--- src/rtl/stream_demux_ctrl_pkg.sv ---
// Shared defaults, counter-width helper and FSM state type for the stream demux credit controller.
package stream_demux_ctrl_pkg;

   localparam int DEF_N_OUP           = 3;
   localparam int DEF_MAX_OUTSTANDING = 4;

   function automatic int cnt_width(input int max_outstanding);
      return $clog2(max_outstanding + 1);
   endfunction

   typedef enum logic {
      UNLOCKED = 1'b0,
      LOCKED   = 1'b1
   } ctrl_state_e;

endpackage

--- src/rtl/stream_demux_credit_ctrl_rr_pick.sv ---
// Combinational round-robin picker: first set request at or after ptr, wrapping modulo N.
module rr_pick #(
   parameter int N     = 3,
   parameter int SEL_W = $clog2(N)
) (
   input  logic [N-1:0]     req_i,
   input  logic [SEL_W-1:0] ptr_i,
   output logic [SEL_W-1:0] gnt_idx_o,
   output logic             gnt_vld_o
);

   logic [SEL_W:0] cand;

   always_comb begin
      gnt_vld_o = 1'b0;
      gnt_idx_o = ptr_i;
      cand      = '0;
      for (int i = 0; i < N; i++) begin
         cand = {1'b0, ptr_i} + (SEL_W+1)'(i);
         if (cand >= (SEL_W+1)'(N)) cand = cand - (SEL_W+1)'(N);
         if (!gnt_vld_o && req_i[cand[SEL_W-1:0]]) begin
            gnt_vld_o = 1'b1;
            gnt_idx_o = cand[SEL_W-1:0];
         end
      end
   end

endmodule

--- src/rtl/stream_demux_credit_ctrl.sv ---
// Credit-aware round-robin steering for a stream demux; zero-latency ready path,
// a stalled grant is locked until accepted, full outputs are skipped.
module stream_demux_credit_ctrl
   import stream_demux_ctrl_pkg::*;
#(
   parameter int  N_OUP           = DEF_N_OUP,
   parameter int  MAX_OUTSTANDING = DEF_MAX_OUTSTANDING,
   localparam int SEL_W           = $clog2(N_OUP),
   localparam int CNT_W           = cnt_width(MAX_OUTSTANDING)
) (
   input  logic                     clk_i,
   input  logic                     rst_ni,
   input  logic                     inp_valid_i,
   output logic                     inp_ready_o,
   output logic [N_OUP-1:0]         oup_valid_o,
   input  logic [N_OUP-1:0]         oup_ready_i,
   output logic [SEL_W-1:0]         oup_sel_o,
   input  logic [N_OUP-1:0]         cpl_i,
   output logic [N_OUP*CNT_W-1:0]   cnt_o,
   output logic                     idle_o,
   output logic                     cpl_err_o
);

   ctrl_state_e      state_q, state_d;
   logic [SEL_W-1:0] lock_idx_q, lock_idx_d;
   logic [SEL_W-1:0] rr_ptr_q, rr_ptr_d;
   logic             cpl_err_q;

   logic [N_OUP-1:0] avail, cnt_zero, cerr, hs;
   logic [SEL_W-1:0] pick_idx, grant;
   logic             pick_vld, gnt_vld;

   rr_pick #(.N(N_OUP), .SEL_W(SEL_W)) u_rr_pick (
      .req_i     (avail),
      .ptr_i     (rr_ptr_q),
      .gnt_idx_o (pick_idx),
      .gnt_vld_o (pick_vld)
   );

   always_comb begin
      grant   = pick_idx;
      gnt_vld = pick_vld;
      // Once locked, availability is ignored so valid stays on the same output.
      if (state_q == LOCKED) begin
         grant   = lock_idx_q;
         gnt_vld = 1'b1;
      end

      oup_valid_o = '0;
      inp_ready_o = 1'b0;
      oup_sel_o   = rr_ptr_q;
      if (gnt_vld) begin
         oup_sel_o          = grant;
         oup_valid_o[grant] = inp_valid_i;
         inp_ready_o        = oup_ready_i[grant];
      end
      hs = oup_valid_o & oup_ready_i;

      state_d    = state_q;
      lock_idx_d = lock_idx_q;
      rr_ptr_d   = rr_ptr_q;
      case (state_q)
         UNLOCKED: begin
            if (inp_valid_i && gnt_vld && !oup_ready_i[grant]) begin
               state_d    = LOCKED;
               lock_idx_d = grant;
            end
         end
         LOCKED: begin
            if (hs[lock_idx_q]) state_d = UNLOCKED;
         end
         default: state_d = UNLOCKED;
      endcase
      if (|hs) rr_ptr_d = (grant == SEL_W'(N_OUP-1)) ? '0 : grant + 1'b1;
   end

   always_ff @(posedge clk_i) begin
      if (!rst_ni) begin
         state_q    <= UNLOCKED;
         lock_idx_q <= '0;
         rr_ptr_q   <= '0;
         cpl_err_q  <= 1'b0;
      end else begin
         state_q    <= state_d;
         lock_idx_q <= lock_idx_d;
         rr_ptr_q   <= rr_ptr_d;
         cpl_err_q  <= cpl_err_q | (|cerr);
      end
   end

   for (genvar k = 0; k < N_OUP; k++) begin : g_cnt
      logic [CNT_W-1:0] cnt_q, cnt_d;

      always_comb begin
         cnt_d = cnt_q;
         case ({hs[k], cpl_i[k]})
            2'b10:   cnt_d = cnt_q + 1'b1;
            2'b01:   if (cnt_q != '0) cnt_d = cnt_q - 1'b1;
            default: cnt_d = cnt_q;
         endcase
      end

      always_ff @(posedge clk_i) begin
         if (!rst_ni) cnt_q <= '0;
         else         cnt_q <= cnt_d;
      end

      assign avail[k]                  = (cnt_q != CNT_W'(MAX_OUTSTANDING));
      assign cnt_zero[k]               = (cnt_q == '0);
      assign cerr[k]                   = cpl_i[k] & ~hs[k] & cnt_zero[k];
      assign cnt_o[k*CNT_W +: CNT_W]   = cnt_q;
   end

   assign idle_o    = (&cnt_zero) & (state_q == UNLOCKED);
   assign cpl_err_o = cpl_err_q;

endmodule

--- config.mk ---
export PLATFORM = sky130hd
export DESIGN_NAME = stream_demux_credit_ctrl
export DESIGN_NICKNAME = d
export VERILOG_FILES = /design/src/rtl/stream_demux_ctrl_pkg.sv /design/src/rtl/stream_demux_credit_ctrl_rr_pick.sv /design/src/rtl/stream_demux_credit_ctrl.sv
export SDC_FILE = /design/constraint.sdc
export NUM_CORES = 1
export LEC_CHECK = 0
export BUFFER_PORTS_ARGS = -buffer_cell sky130_fd_sc_hd__buf_2
export CORE_MARGIN = 2
export CORE_UTILIZATION = 45
export CTS_CLUSTER_DIAMETER = 120
export DETAILED_ROUTE_END_ITERATION = 10
export GPL_TIMING_DRIVEN = 0
export PLACE_DENSITY = 0.65
export SLEW_MARGIN = 20
export SYNTH_ARGS = -nofsm -noshare
export SYNTH_HDL_FRONTEND = slang
export SYNTH_SLANG_ARGS = --single-unit
export TNS_END_PERCENT = 30
--- constraint.sdc ---
create_clock -name clk_i -period 8 [get_ports clk_i]
set_clock_uncertainty 0.2 [all_clocks]
set_input_delay 0.4 -clock clk_i [delete_from_list [all_inputs] [get_ports clk_i]]
set_output_delay 0.4 -clock clk_i [all_outputs]
set_load 0.03 [all_outputs]
Yosys cells after proc, flatten, opt, wreduce, memory -nomap -nowiden. Cells that the tools add are included.

Bits in registers: 15. Bits of input ports: 9. Word-level logic and storage cells: 115.

Add/sub/neg operators: 12. Magnitude comparators: 9. Equality and inequality tests: 13. Multiplexer cells: 36. Bitwise logic cells: 14. Reductions and logical operators: 24.

Operators by type and width (number): $mux 2 (9); $pmux 3 s2 (3); $lt 2x3->1 const B (5); $mux 1 (13); $mux 3 (4); $bmux 1 s2 (5); $add 3x1->3 const B (3); $logic_not 3->1 (3); $ne 3x3->1 const B (3); $reduce_bool 3->1 (3); $sub 3x1->3 const B (3); $eq 2x2->1 const B (4); $reduce_and 2->1 (4); $and 1x1->1 (7); $and 3x3->3 (2); $eq 2x1->1 const B (3); $ge 3x2->1 const B (2); $ne 2x2->1 const B (3); $reduce_bool 2->1 (3); $reduce_or 3->1 (2); $sub 2x2->2 const B (3); $logic_and 1x1->1 (5); $not 1->1 (4); $add 2x1->3 const B (1); other kinds (9) (11).

Depth between registers and ports, before layout. Gate-level depths: netlist of the first run.

Word-level depth: 24. Mapped depth: 16.

Modules after synthesis. Synthesis of the first run repeated with hierarchy kept, for this count alone.

Cells, all modules: 178. Area total of the unflattened synthesis: 1428.9 µm².

Modules (own cells, without submodules): stream_demux_credit_ctrl (times used 1, cells each 150, area each 1211.2 µm²); rr_pick (times used 1, cells each 28, area each 217.7 µm²).

Least setup slack after synthesis of the first run. Ideal clock, no wire load.

Path type: register -> register. Start point: register rr_ptr_q[0]. End point: register g_cnt[1].cnt_q[2]. Library setup time: 0.072 ns. Arrival time: 3.235 ns. Required time: 7.728 ns. Path slack: 4.493 ns. Cell stages (with the launch flop): 14. Path buffers: 1. Path through: dfxtp_1 -> inv_1 -> ha_1 -> clkbuf_1 -> maj3_2 -> o221a_2 -> a2111oi_4 -> nor2_4 -> nand4_2 -> nand2_1 -> fa_1 -> and3_1 -> mux2i_1 -> mux2i_1.

Cells in the longest elaborated chain, start to end: 22. Elaborated cells between the ends (all ways): 43. Classes of those cells: add/sub: 5; order compare: 5; eq/ne: 3; mux: 21; bitwise: 2; reduce/logical: 7.

RTL lines: start, declared (RTL line stream_demux_credit_ctrl.sv:26) `logic [SEL_W-1:0] rr_ptr_q, rr_ptr_d;`; start signal, assigned (RTL line stream_demux_credit_ctrl.sv:86) `rr_ptr_q <= rr_ptr_d;`; parallel branches: the longest is 17 deep, another holds $add 2x1->3; $mux 3 (*) (RTL line stream_demux_credit_ctrl.sv:52) `if (gnt_vld) begin`; $and 3x3->3 (*) (RTL line stream_demux_credit_ctrl.sv:57) `hs = oup_valid_o & oup_ready_i;`; $eq 2x1->1 / $eq 2x2->1 (equally long branches) (RTL line stream_demux_credit_ctrl.sv:96) `case ({hs[k], cpl_i[k]})`; $ne 2x2->1 (no line) / $reduce_bool 2->1 (equally long branches); $reduce_and 2->1 (no line); end signal, assigned (RTL line stream_demux_credit_ctrl.sv:105) `else cnt_q <= cnt_d;`; end, declared (RTL line stream_demux_credit_ctrl.sv:92) `logic [CNT_W-1:0] cnt_q, cnt_d;`.

Mark *: on every way between the ends. The select of a mux whose other input is x is not followed. A chain may end at the register's enable or synchronous reset.

Worst setup path in the final report of the first run.
Start point: register rr_ptr_q[0]. End point: output inp_ready_o.

Cells in the longest elaborated chain, start to end: 15. Elaborated cells between the ends (all ways): 32. Classes of those cells: add/sub: 5; order compare: 3; mux: 20; reduce/logical: 4.

RTL lines: parallel branches: the longest is 14 deep, another holds $add 2x1->3; $mux 1 (*) (RTL line stream_demux_credit_ctrl.sv:52); end, declared (RTL line stream_demux_credit_ctrl.sv:14) `output logic inp_ready_o,`.

Marks and branches as above.

==> flow_metrics.env, run 1 <==
export IMPL_outcome="completed"
export IMPL_finalWirelength_mm=3.56
export IMPL_yosysWarnings=0
export IMPL_area_growth_pct=14.2
export IMPL_clock_sinks=15
export IMPL_critPathKind="register to output pin"
export IMPL_critPathLaunchType="register"
export IMPL_die_height_um=60.9
export IMPL_start_util_pct=47.3
export IMPL_postCtsSetupBuffers=0
export IMPL_slew_viol_final=0
export IMPL_syn_inst=171
export IMPL_drtPass1Iterations=4
export IMPL_tns_ns=0
export IMPL_rows=20
export IMPL_crit_path_max_incr_delay_ns=0.49
export IMPL_synth_common_cells="nand2_1 (18), dfxtp_1 (15), inv_1 (15), mux2i_1 (13), nor2_1 (9)"
export IMPL_die_area_um2=3710
export IMPL_htreeDepth=1
export IMPL_hold_viol_final=0
export IMPL_num_antenna_cells=0
export IMPL_grt_max_degree=11
export IMPL_grt_overflow_total=0
export IMPL_synth_seq_area_share_pct=20.6
export IMPL_synth_largest_area_cell="dfxtp_1"
export IMPL_cp_startpoint="rr_ptr_q[0]$_SDFFE_PN0P_"
export IMPL_drc_errors=0
export IMPL_clock_path_buffers=2
export IMPL_avgSynthCellArea_um2=8.52
export IMPL_numCtsBuffers=3
export IMPL_track_usage_pct=20.7
export IMPL_grt_pass1_wl_mm=5.84
export IMPL_setup_viol=0
export IMPL_synth_top_cells_by_area="dfxtp_1 (21%), mux2i_1 (8.9%), nand2_1 (4.6%)"
export IMPL_path_delay_family="compound AO/OA/AOI/OAI gates"
export IMPL_vias_per_cell=5.75
export IMPL_drive_above_1_share_pct=25.5
export IMPL_path_clk_slew_ns=0.10
export IMPL_synth_top_area_share_pct=20.6
export IMPL_die_w_um=60.9
export IMPL_rsz0062_at_grt="no"
export IMPL_cp_end_kind="output pin"
export IMPL_crit_fanout=10
export IMPL_first_global_vias=1272
export IMPL_fmax_mhz=257
export IMPL_port_buffers=25
export IMPL_wl_met3_um=149
export IMPL_cts_tree="done"
export IMPL_min_period_over_period_pct=48.7
export IMPL_syn_area_um2=1460
export IMPL_synthDistinctLibCells=58
export IMPL_path_buf_inv=5
export IMPL_wl_met1_mm=1.60
export IMPL_crit_chain="inv_1 > ha_1 > clkbuf_1 > and2_1 > a21oi_1 > o311ai_1 > o21a_1 > buf_6 > inv_6 > mux2i_1 > o21ai_2 > o31a_1 > buf_2"
export IMPL_vias=1403
export IMPL_reg2reg_from="rr_ptr_q[0]$_SDFFE_PN0P_"
export IMPL_io_pins=26
export IMPL_syn_nets=185
export IMPL_fp_coreArea_um2=3080
export IMPL_highest_layer="met4"
export IMPL_antenna_found_initial=0
export IMPL_ys_seq_elements=15
export IMPL_max_cap_violations=0
export IMPL_clk_latency_ns=0.29
export IMPL_ant_nets=0
export IMPL_synth_edf_count=0
export IMPL_dp_hpwl_mm=2.78
export IMPL_cp_arrival_ns=3.29
export IMPL_routedWlPerCell_um=14.6
export IMPL_dr_wl_met2_mm=1.78
export IMPL_cts_root_buf="clkbuf_4"
export IMPL_fin_nets=215
export IMPL_max_slew_margin_rel_pct=58.7
export IMPL_synthArstFlopShare_pct=0
export IMPL_cts_resized=0
export IMPL_synth_ff_type="dfxtp_1"
export IMPL_critical_path_required_ns=7.40
export IMPL_drt_initial_drc_count=101
export IMPL_hp_start="rst_ni"
export IMPL_worst_path_max_delay_cell="dfxtp_1"
export IMPL_fin_crit_ns=3.89
export IMPL_hold_path_class="primary input to register"
export IMPL_hold_buffers=0
export IMPL_tightestPinTransition_ns=0.618
export IMPL_synth_most_common_cell="nand2_1"
export IMPL_gp_routability_congestion=0.892
==> stage by stage <==
| step | worst slack, ns | instances | cell area (µm²) | utilization [%] | hold slack, ns |
|---|---|---|---|---|---|
| floorplan | 4.49 | 171 | 1460 | - | 0.265 |
| detailed placement | 4.18 | 240 | 1640 | 53.2 | 0.292 |
| global route | 3.92 | 244 | 1660 | 54.0 | 0.185 |
| finish | 4.11 | 244 | 1660 | 54.0 | 0.186 |
| global placement | 4.27 | 240 | 1640 | 53.2 | 0.278 |
| CTS | 4.14 | 244 | 1660 | 54.0 | 0.182 |
==> worst min-delay path, delay by kind of cell <==
family                 cells  cell delay, ns
multiplexers               1            0.05
AND/OR/NAND/NOR            1            0.06
buffers and inverters      1            0.12
==> cell families after synthesis <==
kind of cell	Yosys count	share of synthesized area, %
flip-flops	15	20.6
adder cells (fa/ha/maj)	6	6.61
buffers and inverters	24	7.73
AND/OR/NAND/NOR	69	28.1
multiplexers	13	8.93
XOR/XNOR	2	1.20
AO/OA/AOI/OAI	42	26.8
==> placed cells by master, fill, tap and decap left out, types with 4 or more instances in the layout <==
cell	instances
nand2_1	18
inv_1	15
a21oi_1	4
nor2_1	9
mux2i_1	13
buf_2	27
clkbuf_1	5
o21ai_0	4
dfxtp_1	15
nand2b_1	4
and3_1	5
==> layout make-up <==
class / count / area [µm²]
multi-input cells: 132 / 1040
plain buffers: 8 / 47.5
well taps: 44 / 55.1
fillers: 307 / 1420
repair buffers: 25 / 125
inverters: 16 / 65.1
clock buffers: 4 / 26.3
flip-flops and latches: 15 / 300
==> layer usage <==
layer  GRT usage, %  vias up
li1               -      693
met1           28.9      675
met2           33.8       31
met3           1.92        4
met4           6.52        0
met5              0        -
==> registers in the layout, indices dropped and copies added (netlist names) <==
name and flops:
g_cnt.cnt_q 9, lock_idx_q 2, rr_ptr_q 2, cpl_err_o 1, state_q 1
==> final timing paths <==
check                              endpoint  slack, ns  depth (start not counted)
max                             inp_ready_o       4.11                         13
min          g_cnt[2].cnt_q[2]$_SDFFE_PN0P_       0.19                          3
max reg2reg  g_cnt[1].cnt_q[2]$_SDFFE_PN0P_       4.14                         13
min reg2reg      lock_idx_q[0]$_SDFFE_PN0P_       0.30                          2
Power of run 1 is left out: the tool's default activity adds up to more than one toggle a clock period on the data nets, which glitch-free logic cannot reach.
==> run 2, diff against run 1 <==
PLACE_DENSITY = 0.67   (was 0.65)
clock period = 3.5 ns   (was 8 ns; I/O delays follow)
==> run 2 against run 1 <==
Net effect:
- clock-buffer cell count is the same
- global-route usage grew 1.2 points
- setup slack got worse by 4.0 ns
- die area unchanged
- via count rose by 3.6%
- cell count is 4.9% higher
- core utilization is 5.2 points higher
- critical path type is now register to register
==> flow_metrics.env, run 2 (synthesis gave the netlist of run 1 again) <==
export IMPL_outcome="completed"
export IMPL_num_antenna_cells=0
export IMPL_port_buffers=25
export IMPL_max_cap_violations=0
export IMPL_vias_per_cell=5.68
export IMPL_grt_pass1_wl_mm=6.12
export IMPL_hold_viol_final=0
export IMPL_cp_startpoint="rr_ptr_q[0]$_SDFFE_PN0P_"
export IMPL_critPathKind="register to register"
export IMPL_area_growth_pct=25.3
export IMPL_clock_sinks=15
export IMPL_final_area_um2=1820
export IMPL_drtPass1Iterations=4
export IMPL_clk_latency_ns=0.28
export IMPL_antenna_found_initial=0
export IMPL_tightestPinTransition_ns=0.555
export IMPL_routedWlPerCell_um=14.9
export IMPL_fp_coreArea_um2=3080
export IMPL_grt_overflow_total=0
export IMPL_grt_max_degree=11
export IMPL_drc_errors=0
export IMPL_die_height_um=60.9
export IMPL_rr_endpoint="g_cnt[1].cnt_q[2]$_SDFFE_PN0P_"
export IMPL_largest_reg_flops=9
export IMPL_fin_nets=227
export IMPL_clock_path_buffers=2
export IMPL_dpl_cell_area_um2=1640
export IMPL_final_cells=256
export IMPL_min_path_cells=3
export IMPL_ant_nets=0
export IMPL_setup_viol=0
export IMPL_start_util_pct=47.3
export IMPL_gp_routability_congestion=0.893
export IMPL_cts_root_buf="clkbuf_4"
export IMPL_finalWirelength_mm=3.80
export IMPL_reg2reg_from="rr_ptr_q[0]$_SDFFE_PN0P_"
export IMPL_largest_register="g_cnt.cnt_q"
export IMPL_crit_fanout=10
export IMPL_cp_arrival_ns=3.37
export IMPL_fillCellCount=284
export IMPL_die_area_um2=3710
export IMPL_rsz0062_at_grt="no"
export IMPL_vias=1453
export IMPL_cp_end_kind="register"
export IMPL_fin_crit_ns=3.35
export IMPL_slew_viol_final=0
export IMPL_r2r_cells=13
export IMPL_critPathLaunchType="register"
export IMPL_drive_above_1_share_pct=34.4
export IMPL_fmax_mhz=299
export IMPL_reg_top3="g_cnt.cnt_q (9), lock_idx_q (2), rr_ptr_q (2)"
export IMPL_cts_tree="done"
export IMPL_io_pins=26
export IMPL_critical_path_required_ns=3.52
export IMPL_rows=20
export IMPL_die_w_um=60.9
export IMPL_utilization_pct=59.3
export IMPL_htreeDepth=1
export IMPL_hold_path_class="primary input to register"
export IMPL_max_slew_margin_rel_pct=62.7
export IMPL_hp_start="oup_ready_i[0]"
export IMPL_mostFrequentLayoutCells="buf_2 (27), nand2_1 (18), inv_1 (15)"
export IMPL_first_global_vias=1361
export IMPL_track_usage_pct=21.9
export IMPL_min_period_over_period_pct=95.7
export IMPL_final_common_cell="buf_2"
export IMPL_placed_cells=240
export IMPL_drt_initial_drc_count=58
export IMPL_reg2reg_slack_ns=0.15
export IMPL_numCtsBuffers=3
export IMPL_path_clk_slew_ns=0.09
export IMPL_dp_hpwl_mm=2.79
export IMPL_hold_end="rr_ptr_q[0]$_SDFFE_PN0P_"
[run 2: changes by cell type in the layout (fill, tap and decap cells not counted), sizes merged]
cell         change
buf             +12
clkbuf           -1
dlygate4sd3      +1
[run 2: critical path, stage by stage, from the launching register on]
cell	delay [ns]
dfxtp_4	0.38
inv_1	0.07
ha_4	0.24
buf_4	0.17
maj3_2	0.29
o221a_2	0.29
a2111oi_4	0.42
nor2_4	0.08
nand4_4	0.11
nand2_1	0.10
fa_1	0.38
and3_1	0.18
mux2i_1	0.18
mux2i_1	0.19
[run 2: layout make-up]
cell class                      instances  area (µm²)  area share (%)
Inverter                               16        65.1            3.57
Buffer                                  8        51.3            2.81
Sequential cell                        15         305            16.7
Clock buffer                            4        26.3            1.44
Multi-Input combinational cell        132        1100            60.5
Timing Repair Buffer                   37         218            11.9
Tap cell                               44        55.1            3.02
[run 2: timing repair]
| item | CTS | global route |
|---|---|---|
| setup buffers | 1 | 10 |
| hold endpoints to repair | 2 | 0 |
| hold buffers | 1 | 0 |
| cloned | 0 | 0 |
| pin swaps | 2 | 7 |
| resized for setup | 5 | 13 |
| setup endpoints to repair | 6 | 7 |
[run 2: stage by stage]
stage / TNS, ns / setup WS (ns) / hold WS (ns)
floorplan: 0 / 0.0345 / 0.127
global route: 0 / 0.00482 / 0.0608
finish: 0 / 0.152 / 0.0603
CTS: -0.00996 / -0.00996 / 0.0521
global placement: -0.364 / -0.189 / 0.265
detailed placement: -0.634 / -0.236 / 0.280
[run 2: worst max path at each step]
stage	to	slack (ns)	cells past startpoint
finish	g_cnt[1].cnt_q[2]$_SDFFE_PN0P_	0.15	13
detailed placement	g_cnt[1].cnt_q[2]$_SDFFE_PN0P_	-0.24	14
floorplan	g_cnt[1].cnt_q[2]$_SDFFE_PN0P_	0.03	14
CTS	g_cnt[0].cnt_q[2]$_SDFFE_PN0P_	-0.01	15
global placement	g_cnt[1].cnt_q[2]$_SDFFE_PN0P_	-0.19	14
global route	g_cnt[1].cnt_q[2]$_SDFFE_PN0P_	0.005	13
[run 2: per-layer routing]
layer  GRT usage (%)  wire, µm  vias to the layer above
met5               0         0                        -
met4            5.90        38                        0
met3            2.13        51                        5
met2            38.1      1970                       16
met1            28.9      1750                      707
li1                -         -                      725
Power of run 2 is left out for the same reason.
==> run 3, diff against run 2 <==
CTS_BUF_LIST = sky130_fd_sc_hd__clkbuf_4 sky130_fd_sc_hd__clkbuf_8   (was not set)
==> run 3 against run 2 <==
Net effect:
- first-iteration DRC count decreased by 5.2%
- die area is the same
- worst hold slack barely moved
- sequential share of layout area about the same
- flip-flop and latch count unchanged
==> flow_metrics.env, run 3 (synthesis gave the netlist of run 1 again) <==
export IMPL_outcome="completed"
export IMPL_start_util_pct=47.3
export IMPL_hold_viol_final=0
export IMPL_die_area_um2=3710
export IMPL_clock_sinks=15
export IMPL_critPathLaunchType="register"
export IMPL_largest_reg_flops=9
export IMPL_ant_nets=0
export IMPL_rsz0062_at_grt="no"
export IMPL_drtPass1Iterations=4
export IMPL_max_cap_violations=0
export IMPL_seqCellArea_um2=305
export IMPL_grt_max_degree=11
export IMPL_num_antenna_cells=0
export IMPL_tightestPinTransition_ns=0.555
export IMPL_hold_path_class="primary input to register"
export IMPL_reg_top3="g_cnt.cnt_q (9), lock_idx_q (2), rr_ptr_q (2)"
export IMPL_area_growth_pct=25.5
export IMPL_final_cells=256
export IMPL_routedWlPerCell_um=14.8
export IMPL_drt_initial_drc_count=55
export IMPL_cp_end_kind="register"
export IMPL_grt_pass1_wl_mm=6.12
export IMPL_multi_input_area_um2=1100
export IMPL_drc_errors=0
export IMPL_fin_nets=227
export IMPL_min_period_over_period_pct=95.7
export IMPL_largest_register="g_cnt.cnt_q"
export IMPL_vias_per_cell=5.66
export IMPL_finalWirelength_mm=3.80
export IMPL_hp_start="oup_ready_i[0]"
export IMPL_dp_hpwl_mm=2.79
export IMPL_hold_end="rr_ptr_q[0]$_SDFFE_PN0P_"
export IMPL_die_height_um=60.9
export IMPL_r2r_cells=13
export IMPL_vias=1450
export IMPL_reg2reg_from="rr_ptr_q[0]$_SDFFE_PN0P_"
export IMPL_cts_tree="done"
export IMPL_reg2reg_slack_ns=0.15
export IMPL_setup_viol=0
export IMPL_clk_latency_ns=0.28
export IMPL_final_area_um2=1830
export IMPL_first_global_vias=1361
export IMPL_path_clk_slew_ns=0.09
export IMPL_clock_path_buffers=2
export IMPL_io_pins=26
export IMPL_min_path_cells=3
export IMPL_cp_arrival_ns=3.37
export IMPL_antenna_found_initial=0
export IMPL_placed_cells=240
export IMPL_grt_overflow_total=0
export IMPL_cts_root_buf="clkbuf_4"
export IMPL_fin_crit_ns=3.35
export IMPL_critPathKind="register to register"
export IMPL_drive_above_1_share_pct=34.9
export IMPL_htreeDepth=1
export IMPL_track_usage_pct=21.9
export IMPL_dpl_cell_area_um2=1640
export IMPL_cp_startpoint="rr_ptr_q[0]$_SDFFE_PN0P_"
export IMPL_mostFrequentLayoutCells="buf_2 (27), nand2_1 (18), inv_1 (15)"
export IMPL_crit_fanout=10
export IMPL_gp_routability_congestion=0.893
export IMPL_fp_coreArea_um2=3080
export IMPL_numCtsBuffers=3
export IMPL_fmax_mhz=298
export IMPL_slew_viol_final=0
export IMPL_rows=20
export IMPL_die_w_um=60.9
export IMPL_port_buffers=25
export IMPL_tns_ns=0
export IMPL_final_common_cell="buf_2"
export IMPL_critical_path_required_ns=3.52
export IMPL_fillCellCount=282
export IMPL_rr_endpoint="g_cnt[1].cnt_q[2]$_SDFFE_PN0P_"
export IMPL_max_slew_margin_rel_pct=62.7
[run 3: worst max-delay path by stage]
stage	to	slack [ns]	depth (start not counted)
detailed placement	g_cnt[1].cnt_q[2]$_SDFFE_PN0P_	-0.24	14
floorplan	g_cnt[1].cnt_q[2]$_SDFFE_PN0P_	0.03	14
global placement	g_cnt[1].cnt_q[2]$_SDFFE_PN0P_	-0.19	14
global route	g_cnt[1].cnt_q[2]$_SDFFE_PN0P_	0.004	13
CTS	g_cnt[0].cnt_q[2]$_SDFFE_PN0P_	-0.01	15
finish	g_cnt[1].cnt_q[2]$_SDFFE_PN0P_	0.15	13
[run 3: routing by layer]
layer | GRT usage (%) | part of all wire, % | vias up | wire length, µm
met3 | 2.13 | 1.3 | 5 | 51
met5 | 0 | 0 | - | 0
li1 | - | - | 725 | -
met4 | 5.90 | 1.0 | 0 | 38
met1 | 28.9 | 46 | 704 | 1750
met2 | 38.1 | 52 | 16 | 1960
[run 3: per-stage QoR]
step	utilization (%)	worst slack (ns)	hold WS [ns]
floorplan	-	0.0345	0.127
global placement	53.2	-0.189	0.265
detailed placement	53.2	-0.236	0.280
CTS	55.4	-0.00996	0.0521
global route	59.4	0.00412	0.0608
finish	59.4	0.150	0.0602
[run 3: final cells by class]
type                       count  share of cell area (%)
tap                           44                    3.01
inverter                      16                    3.56
timing repair buffer          37                    11.9
buffer                         8                    2.81
clock buffer                   4                    1.64
multi-input combinational    132                    60.4
sequential                    15                    16.7
[run 3: worst max-delay path, cell delays in order, from the launching register on]
cell and delay (ns):
dfxtp_4 0.38, inv_1 0.07, ha_4 0.24, buf_4 0.17
maj3_2 0.29, o221a_2 0.29, a2111oi_4 0.42, nor2_4 0.08
nand4_4 0.11, nand2_1 0.10, fa_1 0.38, and3_1 0.18
mux2i_1 0.18, mux2i_1 0.19
[run 3: what timing repair did]
item,in CTS,in global routing
setup endpoints to repair,6,7
gates resized for setup,5,13
cloned,0,0
hold endpoints to repair,2,0
buffers inserted,1,10
pin swaps,2,7
hold buffers,1,0
Power of run 3 is left out for the same reason.
